**src/rtl/axis_if.sv**
```systemverilog
// axis_if: AXI-Stream bundle (valid/ready/data/last) with master and slave views.
interface axis_if #(
    parameter int W = 16
) ();
    logic         tvalid;
    logic         tready;
    logic [W-1:0] tdata;
    logic         tlast;

    modport master(output tvalid, tdata, tlast, input tready);
    modport slave(input tvalid, tdata, tlast, output tready);
endinterface

```
**src/rtl/axis_diff_filter.sv**
```systemverilog
// axis_diff_filter: two-stage AXI-Stream differentiator with selectable kernel,
// left gain shift and saturating output with a sticky saturation flag.
module axis_diff_filter #(
    parameter int AXIS_TDATA_WIDTH = 16,
    parameter int HIST_DEPTH = 5
) (
    input  logic       aclk,
    input  logic       aresetn,
    axis_if.slave      s_axis,
    axis_if.master     m_axis,
    input  logic [1:0] cfg_mode,
    input  logic [2:0] cfg_shift,
    input  logic       cfg_clear,
    output logic       sat_flag
);
    localparam int W = AXIS_TDATA_WIDTH;
    localparam int WE = W + 4;
    localparam int WS = WE + 7;
    localparam logic signed [WS-1:0] MAX_V = {{(WS - W + 1){1'b0}}, {(W - 1){1'b1}}};
    localparam logic signed [WS-1:0] MIN_V = ~MAX_V;

    if (HIST_DEPTH != 5 || W < 8 || W > 32) begin : g_bad_param
        $fatal(1, "axis_diff_filter: unsupported HIST_DEPTH or AXIS_TDATA_WIDTH");
    end

    // The incoming sample is x[n]; only the four older samples need storage.
    logic [W-1:0]          hist [0:3];
    logic                  en, acc;
    logic signed [WE-1:0]  e [0:4];
    logic signed [WE-1:0]  d1, d2, y, y1;
    logic [2:0]            sh1;
    logic                  last1, v1;
    logic signed [WS-1:0]  ys;
    logic                  clamp, v2, last2;
    logic [W-1:0]          data2;

    function automatic logic signed [WE-1:0] ext(input logic [W-1:0] v);
        return {{4{v[W-1]}}, v};
    endfunction

    assign en = ~v2 | m_axis.tready;
    assign acc = s_axis.tvalid & en;
    assign s_axis.tready = en;
    assign m_axis.tvalid = v2;
    assign m_axis.tdata = data2;
    assign m_axis.tlast = last2;

    always_comb begin
        e[0] = ext(s_axis.tdata);
        for (int i = 1; i < 5; i++) e[i] = cfg_clear ? '0 : ext(hist[i-1]);
        d1 = e[4] - e[0];
        d2 = e[1] - e[3];
        y = cfg_mode == 2'd0 ? e[0] :
            cfg_mode == 2'd1 ? e[0] - e[1] :
            cfg_mode == 2'd2 ? (e[0] - e[2]) >>> 1 :
            (d1 >>> 3) + (d1 >>> 4) + d2 - (d2 >>> 5);
        ys = {{7{y1[WE-1]}}, y1} << sh1;
        clamp = ys > MAX_V || ys < MIN_V;
    end

    always_ff @(posedge aclk) begin
        if (!aresetn) begin
            hist <= '{default: '0};
            v1 <= 1'b0;
            y1 <= '0;
            sh1 <= '0;
            last1 <= 1'b0;
            v2 <= 1'b0;
            data2 <= '0;
            last2 <= 1'b0;
            sat_flag <= 1'b0;
        end else begin
            // A clear with a handshake keeps only the new sample.
            if (acc || cfg_clear) begin
                hist[0] <= acc ? s_axis.tdata : '0;
                for (int i = 1; i < 4; i++) hist[i] <= cfg_clear ? '0 : hist[i-1];
            end
            if (en) begin
                v1 <= acc;
                v2 <= v1;
                if (acc) begin
                    y1 <= y;
                    sh1 <= cfg_shift;
                    last1 <= s_axis.tlast;
                end
                if (v1) begin
                    data2 <= clamp ? (ys[WS-1] ? MIN_V[W-1:0] : MAX_V[W-1:0]) : ys[W-1:0];
                    last2 <= last1;
                end
            end
            sat_flag <= (sat_flag & ~cfg_clear) | (en & v1 & clamp);
        end
    end
endmodule

```
**src/flat_wrapper.sv**
```systemverilog
// flat-port wrapper written by rule: the top's interface ports become plain ports
module axis_diff_filter_flat 
#(
    parameter int AXIS_TDATA_WIDTH = 16,
    parameter int HIST_DEPTH = 5
)
  (aclk, aresetn, cfg_mode, cfg_shift, cfg_clear, sat_flag, s_axis_tvalid, s_axis_tdata, s_axis_tlast, s_axis_tready, m_axis_tvalid, m_axis_tdata, m_axis_tlast, m_axis_tready);
  axis_if #(.W(16)) s_axis_i ();
  axis_if #(.W(16)) m_axis_i ();
  input  logic aclk;
  input  logic aresetn;
  input  logic [1:0] cfg_mode;
  input  logic [2:0] cfg_shift;
  input  logic cfg_clear;
  output logic sat_flag;
  input wire logic [$bits(s_axis_i.tvalid)-1:0] s_axis_tvalid;
  input wire logic [$bits(s_axis_i.tdata)-1:0] s_axis_tdata;
  input wire logic [$bits(s_axis_i.tlast)-1:0] s_axis_tlast;
  output wire logic [$bits(s_axis_i.tready)-1:0] s_axis_tready;
  output wire logic [$bits(m_axis_i.tvalid)-1:0] m_axis_tvalid;
  output wire logic [$bits(m_axis_i.tdata)-1:0] m_axis_tdata;
  output wire logic [$bits(m_axis_i.tlast)-1:0] m_axis_tlast;
  input wire logic [$bits(m_axis_i.tready)-1:0] m_axis_tready;
  assign s_axis_i.tvalid = s_axis_tvalid;
  assign s_axis_i.tdata = s_axis_tdata;
  assign s_axis_i.tlast = s_axis_tlast;
  assign s_axis_tready = s_axis_i.tready;
  assign m_axis_tvalid = m_axis_i.tvalid;
  assign m_axis_tdata = m_axis_i.tdata;
  assign m_axis_tlast = m_axis_i.tlast;
  assign m_axis_i.tready = m_axis_tready;
  axis_diff_filter #(.AXIS_TDATA_WIDTH(AXIS_TDATA_WIDTH), .HIST_DEPTH(HIST_DEPTH)) u_core (.aclk(aclk), .aresetn(aresetn), .s_axis(s_axis_i), .m_axis(m_axis_i), .cfg_mode(cfg_mode), .cfg_shift(cfg_shift), .cfg_clear(cfg_clear), .sat_flag(sat_flag));
endmodule
```
**config.mk**
```make
export PLATFORM = sky130hd
export DESIGN_NAME = axis_diff_filter_flat
export DESIGN_NICKNAME = d
export VERILOG_FILES = /design/src/rtl/axis_if.sv /design/src/rtl/axis_diff_filter.sv /design/src/flat_wrapper.sv
export SDC_FILE = /design/constraint.sdc
export NUM_CORES = 1
export LEC_CHECK = 0
export ABC_CLOCK_PERIOD_IN_PS = 8600
export BUFFER_PORTS_ARGS = -buffer_cell sky130_fd_sc_hd__buf_2
export CORE_MARGIN = 3
export CORE_UTILIZATION = 59
export CTS_CLUSTER_DIAMETER = 150
export DETAILED_ROUTE_END_ITERATION = 8
export PLACE_DENSITY = 0.77
export SLEW_MARGIN = 20
export SYNTH_ARGS = -nofsm -noshare
export SYNTH_HDL_FRONTEND = slang
export SYNTH_SLANG_ARGS = --single-unit
```
**constraint.sdc**
```tcl
create_clock -name aclk -period 8.6 [get_ports aclk]
set_input_delay 0.43 -clock aclk [delete_from_list [all_inputs] [get_ports aclk]]
set_output_delay 0.43 -clock aclk [all_outputs]
set_load 0.02 [all_outputs]
```
==> reports/qor.yml, run 1 <==
run_status:
  outcome: "complete, no violations"
clocking:
  path_clk_slew_ns: 0.08
  cts_tree: "built"
  htree_levels: 3
  clock_tree.buffer_depth: 2
  cts_root_buf: "clkbuf_16"
  clock-sinks: 108
  post_cts_buffers: 0
  ctsResizeCount: 0
  postCtsHoldBufs: 0
  clock_latency_ns: 0.37
  cts_buffers: 9
sta:
  slew_viol_final: 0
  hold_violations: 0
  grt_setup_unrepaired: "false"
  period_minus_slack_ns: 6.80
  final-setup-viol-count: 0
  fin_hold_ws_ns: 0.297
  worst_slew_margin_rel: 0.288
  fin_tns_setup_ns: 0
  skew_ns: 0.0113
  fin_crit_sh: 0.791
  worst_pin_slew_ns: 1.07
  fmax_mhz: 147
finish:
  layout.cells.non_filler: 1497
  final_cell_mix: "nor2_1 (161), nand2_1 (109), dfxtp_1 (108), a21oi_1 (105), inv_1 (104)"
  layout.nets: 1424
  fill_cells: 1412
  register_area_sq_um: 2160
  multi_input_area_sq_um: 7060
  antennaDiodeCount: 0
  final_common_cell: "nor2_1"
  area_growth_pct: 6.41
  drive_above_1_share: 0.0742
yosys:
  synth_edf_count: 0
  yosys_warnings: 0
  ys.flop_type: "dfxtp_1"
  syn_area_per_cell_sq_um: 7.72
  syn-instance-count: 1272
  async_flop_share: 0
  netlist_area_sq_um: 9820
  synthDistinctLibCells: 71
  ys_seq_area_frac: 0.220
  ys_ff_latch: 108
  synth_nets: 1420
critical_path:
  worstSetupPathType: "in -> reg"
  cpPeakStageDelay_ns: 0.73
  critPathMaxFanout: 67
  crit_buf_inv: 3
  cp_top_family: "compound AO/OA/AOI/OAI gates"
  endpoint_kind: "register"
  crit_arrival_ns: 7.11
  cp-start-kind: "input port"
  worstPathCellList: "buf_2 -> nand2b_1 -> ha_1 -> inv_1 -> fa_1 -> a21o_1 -> a21oi_1 -> o21bai_1 -> a41oi_1 -> nor2b_1 -> nor2_1 -> a21oi_1 -> a211oi_1 -> fa_1 -> fa_1 -> inv_1 -> ha_1 -> a211o_1 -> o221ai_1 -> o31ai_1 -> o41ai_1 -> xnor2_1 -> or4_1 -> nand3_1"
  required_ns: 8.91
  crit_top_cell: "fa_1"
  worst_path_max_delay_cell: "buf_2"
die:
  core_sq_um: 16100
  die-area_sq_um: 18200
  fp.dieH_microns: 135
  ios: 47
  fp.dieW_microns: 135
  start_util: 0.610
  rows: 46
placed_design:
  io_buffers: 46
  dp_hpwl_mm: 18.3
  dp_cells: 1481
  gp_congestion: 0.933
drt:
  antenna_left: 0
  vias: 8687
  drt-pass1-iter-count: 5
  wire_per_inst_microns: 16.1
  vias_per_cell: 5.80
  drcViolationCount: 0
  drt-total-wl_mm: 24.1
  drt-initial-drc-count: 610
global_route:
  globalRouteMet1Util: 0.379
  track_usage: 0.269
  grt_first_pass_wirelength_mm: 40.0
  grt_pass1_vias: 8064
  overflow: 0
  antenna_found_initial: 0
  grt_max_degree: 85
  grt_use_met2: 0.431
  busiest_layer: "met2"
  met3_usage: 0.0473
power:
  power_leakage_nw: 4.66
  cellPowerDensity_nw_per_um2: 205
  ir_drop_mv: 0.130
run:
  cap_violations: 0
worst_hold_path:
  hp-class: "in -> reg"
-- flip-flops by register name, indices dropped and copies added, names as in the netlist --
signal	cells
u_core.v1	1
u_core.m_axis.tvalid	1
u_core.m_axis.tdata	16
u_core.y1	20
u_core.sat_flag	1
u_core.hist	64
u_core.last1	1
u_core.m_axis.tlast	1
u_core.sh1	3
-- stage by stage --
step	util	power (mW)	setup slack (ns)	instance area [sq um]
after global placement	0.629	1.67	1.62	10100
after floorplan	-	1.45	2.48	9820
after detailed placement	0.629	1.69	1.44	10100
final	0.649	2.15	1.80	10500
after global routing	0.649	2.32	1.23	10500
after CTS	0.649	2.14	1.82	10500
-- Yosys cell counts, types with 3 or more instances --
master | count | area [sq um]
o21a_1 | 17 | 128
xor2_1 | 20 | 175
a211oi_1 | 13 | 97.6
o2111ai_1 | 3 | 26.3
buf_1 | 6 | 22.5
o31a_1 | 5 | 43.8
a21boi_0 | 3 | 22.5
a2111oi_0 | 3 | 26.3
nand3_1 | 17 | 85.1
o21bai_1 | 8 | 60.1
o211ai_1 | 3 | 22.5
o31ai_1 | 3 | 22.5
or2_2 | 3 | 18.8
ha_1 | 87 | 1090
and3_1 | 8 | 50.1
clkbuf_1 | 48 | 180
xnor2_1 | 44 | 385
nor3_1 | 11 | 55.1
o21ai_0 | 89 | 445
nor4_1 | 3 | 18.8
or3_1 | 5 | 31.3
a211o_1 | 3 | 26.3
and2_1 | 24 | 150
mux2_2 | 5 | 56.3
a31oi_1 | 12 | 75.1
a21oi_1 | 105 | 526
nor2b_1 | 35 | 219
a21o_1 | 19 | 143
nand2b_1 | 60 | 375
nor2_1 | 161 | 604
o211a_1 | 13 | 130
nor3b_1 | 3 | 22.5
a221oi_1 | 6 | 52.6
mux2i_1 | 19 | 190
inv_1 | 104 | 390
nand2_1 | 110 | 413
mux4_2 | 12 | 270
dfxtp_1 | 108 | 2160
fa_1 | 34 | 681
-- kinds of logic after synthesis --
family          after synthesis  synth area share
simple gates                452             0.218
xor+xnor                     64            0.0571
buf+inv                     162            0.0621
compound gates              328             0.210
mux                          36            0.0526
flops                       108             0.220
fa+ha+maj                   121             0.180
other cells                   1          0.000382
-- area by class of cell --
cell class              instances  share of cell area
well taps                     216              0.0259
inverters                     106              0.0381
flip-flops and latches        108               0.207
clock buffers                   9              0.0215
multi-input cells            1002               0.675
clock inverters                 7             0.00862
repair buffers                 49              0.0242
-- per-layer routing --
| metal | vias up | wire (microns) |
|---|---|---|
| li1 | 4371 | - |
| met1 | 4043 | 11400 |
| met2 | 240 | 10800 |
| met3 | 33 | 1400 |
| met4 | 0 | 428 |
| met5 | - | 0 |
-- worst reg2reg max path, delay by kind of cell, from the launching register on --
family	cells	cell delay (ns)
AO/OA/AOI/OAI	10	2.78
flip-flops	1	0.37
buffers and inverters	2	0.10
XOR/XNOR	1	0.13
AND/OR/NAND/NOR	5	0.92
adder cells (fa/ha/maj)	5	1.99
-- path summary, 6_finish.rpt --
check,start,end,depth (start not counted),slack [ns]
worst max-delay path,cfg_clear,u_core.y1[19]$_SDFFE_PN0P_,24,1.80
worst min-delay path,cfg_shift[0],u_core.sh1[0]$_SDFFE_PN0P_,3,0.30
worst max register to register,u_core.hist[16]$_SDFFE_PN0P_,u_core.y1[19]$_SDFFE_PN0P_,23,2.27
worst min register to register,u_core.last1$_SDFFE_PN0P_,u_core.last1$_SDFFE_PN0P_,2,0.46
-- where the power goes --
part,leakage [nW],switching [mW],internal [mW]
sequential,0.882,0.0283,0.530
combinational,3.63,0.646,0.492
clock,0.156,0.217,0.235
total,4.66,0.891,1.26
(Power assumes the default switching activity.)
==> run 2: changes to the inputs <==
--- a/config.mk
+++ b/config.mk
@@ -5,7 +5,7 @@
 export SDC_FILE = /design/constraint.sdc
 export NUM_CORES = 1
 export LEC_CHECK = 0
-export ABC_CLOCK_PERIOD_IN_PS = 8600
+export ABC_CLOCK_PERIOD_IN_PS = 6800
 export BUFFER_PORTS_ARGS = -buffer_cell sky130_fd_sc_hd__buf_2
 export CORE_MARGIN = 3
 export CORE_UTILIZATION = 59
==> constraint.sdc (replaced) <==
create_clock -name aclk -period 6.8 [get_ports aclk]
set_input_delay 0.34 -clock aclk [delete_from_list [all_inputs] [get_ports aclk]]
set_output_delay 0.34 -clock aclk [all_outputs]
set_load 0.02 [all_outputs]
==> reports/qor.yml, run 2 (synthesis gave the netlist of run 1 again) <==
run_status:
  outcome: "complete, no violations"
die:
  rows: 46  # unchanged
  ios: 47  # unchanged
  fp.dieW_microns: 135  # unchanged
  start_util: 0.610  # unchanged
  fp.dieH_microns: 135  # unchanged
  die-area_sq_um: 18200  # unchanged
  core_sq_um: 16100  # unchanged
clocking:
  postCtsHoldBufs: 0  # unchanged
  cts_tree: "built"
  cts_buffers: 9  # unchanged
  post_cts_buffers: 0  # unchanged
  ctsResizeCount: 0  # unchanged
  clock-sinks: 108  # unchanged
  htree_levels: 3  # unchanged
  clock_tree.buffer_depth: 2  # unchanged
  clock_latency_ns: 0.36  # about the same
  path_clk_slew_ns: 0.07  # about the same
  cts_root_buf: "clkbuf_16"
drt:
  drt-pass1-iter-count: 5  # unchanged
  wire_per_inst_microns: 17.0  # +5.7%
  drt-total-wl_mm: 25.5  # +5.9%
  drt-initial-drc-count: 727  # +19%
  antenna_left: 0  # unchanged
  drcViolationCount: 0  # unchanged
  vias: 8908  # +2.5%
  vias_per_cell: 5.93  # +2.3%
sta:
  worst_pin_slew_ns: 1.05  # -0.0127 ns
  fin_hold_ws_ns: 0.212  # -0.0845 ns
  grt_setup_unrepaired: "false"
  fmax_mhz: 161
  fin_tns_setup_ns: 0  # unchanged
  final-setup-viol-count: 0  # unchanged
  slew_viol_final: 0  # unchanged
  skew_ns: 0.00878  # -0.00251 ns
  fin_crit_sh: 0.915
  period_minus_slack_ns: 6.22
  worst_slew_margin_rel: 0.297  # +0.00847
  hold_violations: 0  # unchanged
power:
  power_frac_seq: 0.265  # +0.005
  p_clk_frac: 0.195  # -0.015
  swShare: 0.415  # about the same
  cellPowerDensity_nw_per_um2: 254  # +24%
  report.power.total_mw: 2.66  # +24%
  power_leakage_nw: 4.67  # +0.13%
  ir_drop_mv: 0.172  # +32%
  combPwrFrac: 0.539  # +0.009
  p_switching_mw: 1.11  # +24%
  internal_power_mw: 1.56  # +24%
critical_path:
  reg2regPathDepth: 23  # unchanged
  r2r_end: "u_core.y1[19]$_SDFFE_PN0P_"
  critPathMaxFanout: 33  # -51%
  r2r_start: "u_core.hist[16]$_SDFFE_PN0P_"
  cp-start-kind: "input port"
  crit_arrival_ns: 6.53  # -0.58 ns
  endpoint_kind: "register"
  worstSetupPathType: "in -> reg"
  rrSetupSlack_ns: 0.81  # -1.46 ns
  required_ns: 7.10  # -1.81 ns
finish:
  area_growth_pct: 6.48  # about the same
  largest_reg_flops: 64  # unchanged
  fill_cells: 1402  # -0.71%
  final_cell_mix: "nor2_1 (161), nand2_1 (109), dfxtp_1 (107), a21oi_1 (105), inv_1 (104)"
  antennaDiodeCount: 0  # unchanged
  largest-register: "u_core.hist"
  final_core_utilization: 0.649  # about the same
  drive_above_1_share: 0.0778  # +0.00366
  layout.nets: 1429  # +0.35%
  final_common_cell: "nor2_1"
worst_hold_path:
  worstHoldPathCells: 3  # unchanged
  hp-class: "in -> reg"
  min_from: "cfg_shift[0]"
  hold_end: "u_core.sh1[0]$_SDFFE_PN0P_"
placed_design:
  gp_congestion: 0.958  # +2.7%
  io_buffers: 46  # unchanged
  dp_hpwl_mm: 19.4  # +5.8%
global_route:
  grt_max_degree: 68  # -20%
  overflow: 0  # unchanged
  antenna_found_initial: 0  # unchanged
  track_usage: 0.282  # +0.0134
  grt_first_pass_wirelength_mm: 41.3  # +3.3%
  grt_pass1_vias: 8241  # +2.2%
run:
  cap_violations: 0  # unchanged
run 2: cell types whose count changed in the layout (fill, tap and decap cells not counted), sizes merged:
cell / before / now
buf: 49 / 54
inv: 109 / 107
bufinv: 1 / 0
clkbuf: 9 / 10
clkinvlp: 0 / 1
run 2: power by group through the flow:
| stage | Clock, mW | Combinational [mW] | Sequential (mW) |
|---|---|---|---|
| 2_1_floorplan | 0 | 1.11 | 0.716 |
| 3_3_place_gp | 0 | 1.39 | 0.719 |
| 6_report | 0.520 | 1.44 | 0.706 |
| 3_5_place_dp | 0 | 1.41 | 0.720 |
| 4_1_cts | 0.529 | 1.42 | 0.705 |
| 5_1_grt | 0.553 | 1.60 | 0.711 |
run 2: routing by layer:
| metal | track usage | vias to the layer above | part of all wire |
|---|---|---|---|
| li1 | - | 4374 | - |
| met1 | 0.407 | 4169 | 0.46 |
| met2 | 0.437 | 317 | 0.45 |
| met3 | 0.0462 | 48 | 0.072 |
| met4 | 0.0873 | 0 | 0.021 |
| met5 | 0 | - | 0 |
run 2: how the worst max path moves through the flow:
stage,startpoint,to,slack [ns]
CTS,cfg_clear,u_core.y1[19]$_SDFFE_PN0P_,0.64
global placement,cfg_clear,u_core.y1[19]$_SDFFE_PN0P_,0.44
floorplan,cfg_clear,u_core.y1[19]$_SDFFE_PN0P_,0.77
global route,cfg_clear,u_core.y1[19]$_SDFFE_PN0P_,0.26
finish,cfg_clear,u_core.y1[19]$_SDFFE_PN0P_,0.58
detailed placement,cfg_clear,u_core.y1[19]$_SDFFE_PN0P_,0.26
run 2: final cells by class:
| class | instances | area (sq um) | share of cell area |
|---|---|---|---|
| clock buffer | 10 | 239 | 0.0228 |
| clock inverter | 5 | 45.0 | 0.00431 |
| inverter | 106 | 398 | 0.0380 |
| multi-input combinational | 1002 | 7060 | 0.674 |
| sequential | 108 | 2160 | 0.207 |
| tap | 216 | 270 | 0.0258 |
| timing repair buffer | 54 | 290 | 0.0277 |
run 2: critical path: stages:
cell and delay [ns]:
buf_2 0.40, buf_4 0.33, nor2b_1 0.10, ha_1 0.34, a21oi_1 0.23, nor2b_1 0.09, o21a_1 0.17, a311o_1 0.35
a211o_1 0.33, nand4_2 0.18, nand2_1 0.11, a21oi_1 0.18, xor2_1 0.34, fa_1 0.51, fa_1 0.51, inv_1 0.04
ha_1 0.36, a21o_1 0.20, a21oi_1 0.17, nor2_1 0.05, a31oi_1 0.13, o31ai_1 0.10, o41ai_1 0.34, xnor2_1 0.13
or4_1 0.40, nand3_1 0.09
run 2: stage by stage:
step / cell area, sq um / instances / setup slack (ns)
6_report: 10500 / 1501 / 0.576
5_1_grt: 10500 / 1501 / 0.262
4_1_cts: 10500 / 1501 / 0.636
3_5_place_dp: 10200 / 1486 / 0.264
3_3_place_gp: 10200 / 1486 / 0.441
2_1_floorplan: 9820 / 1272 / 0.767
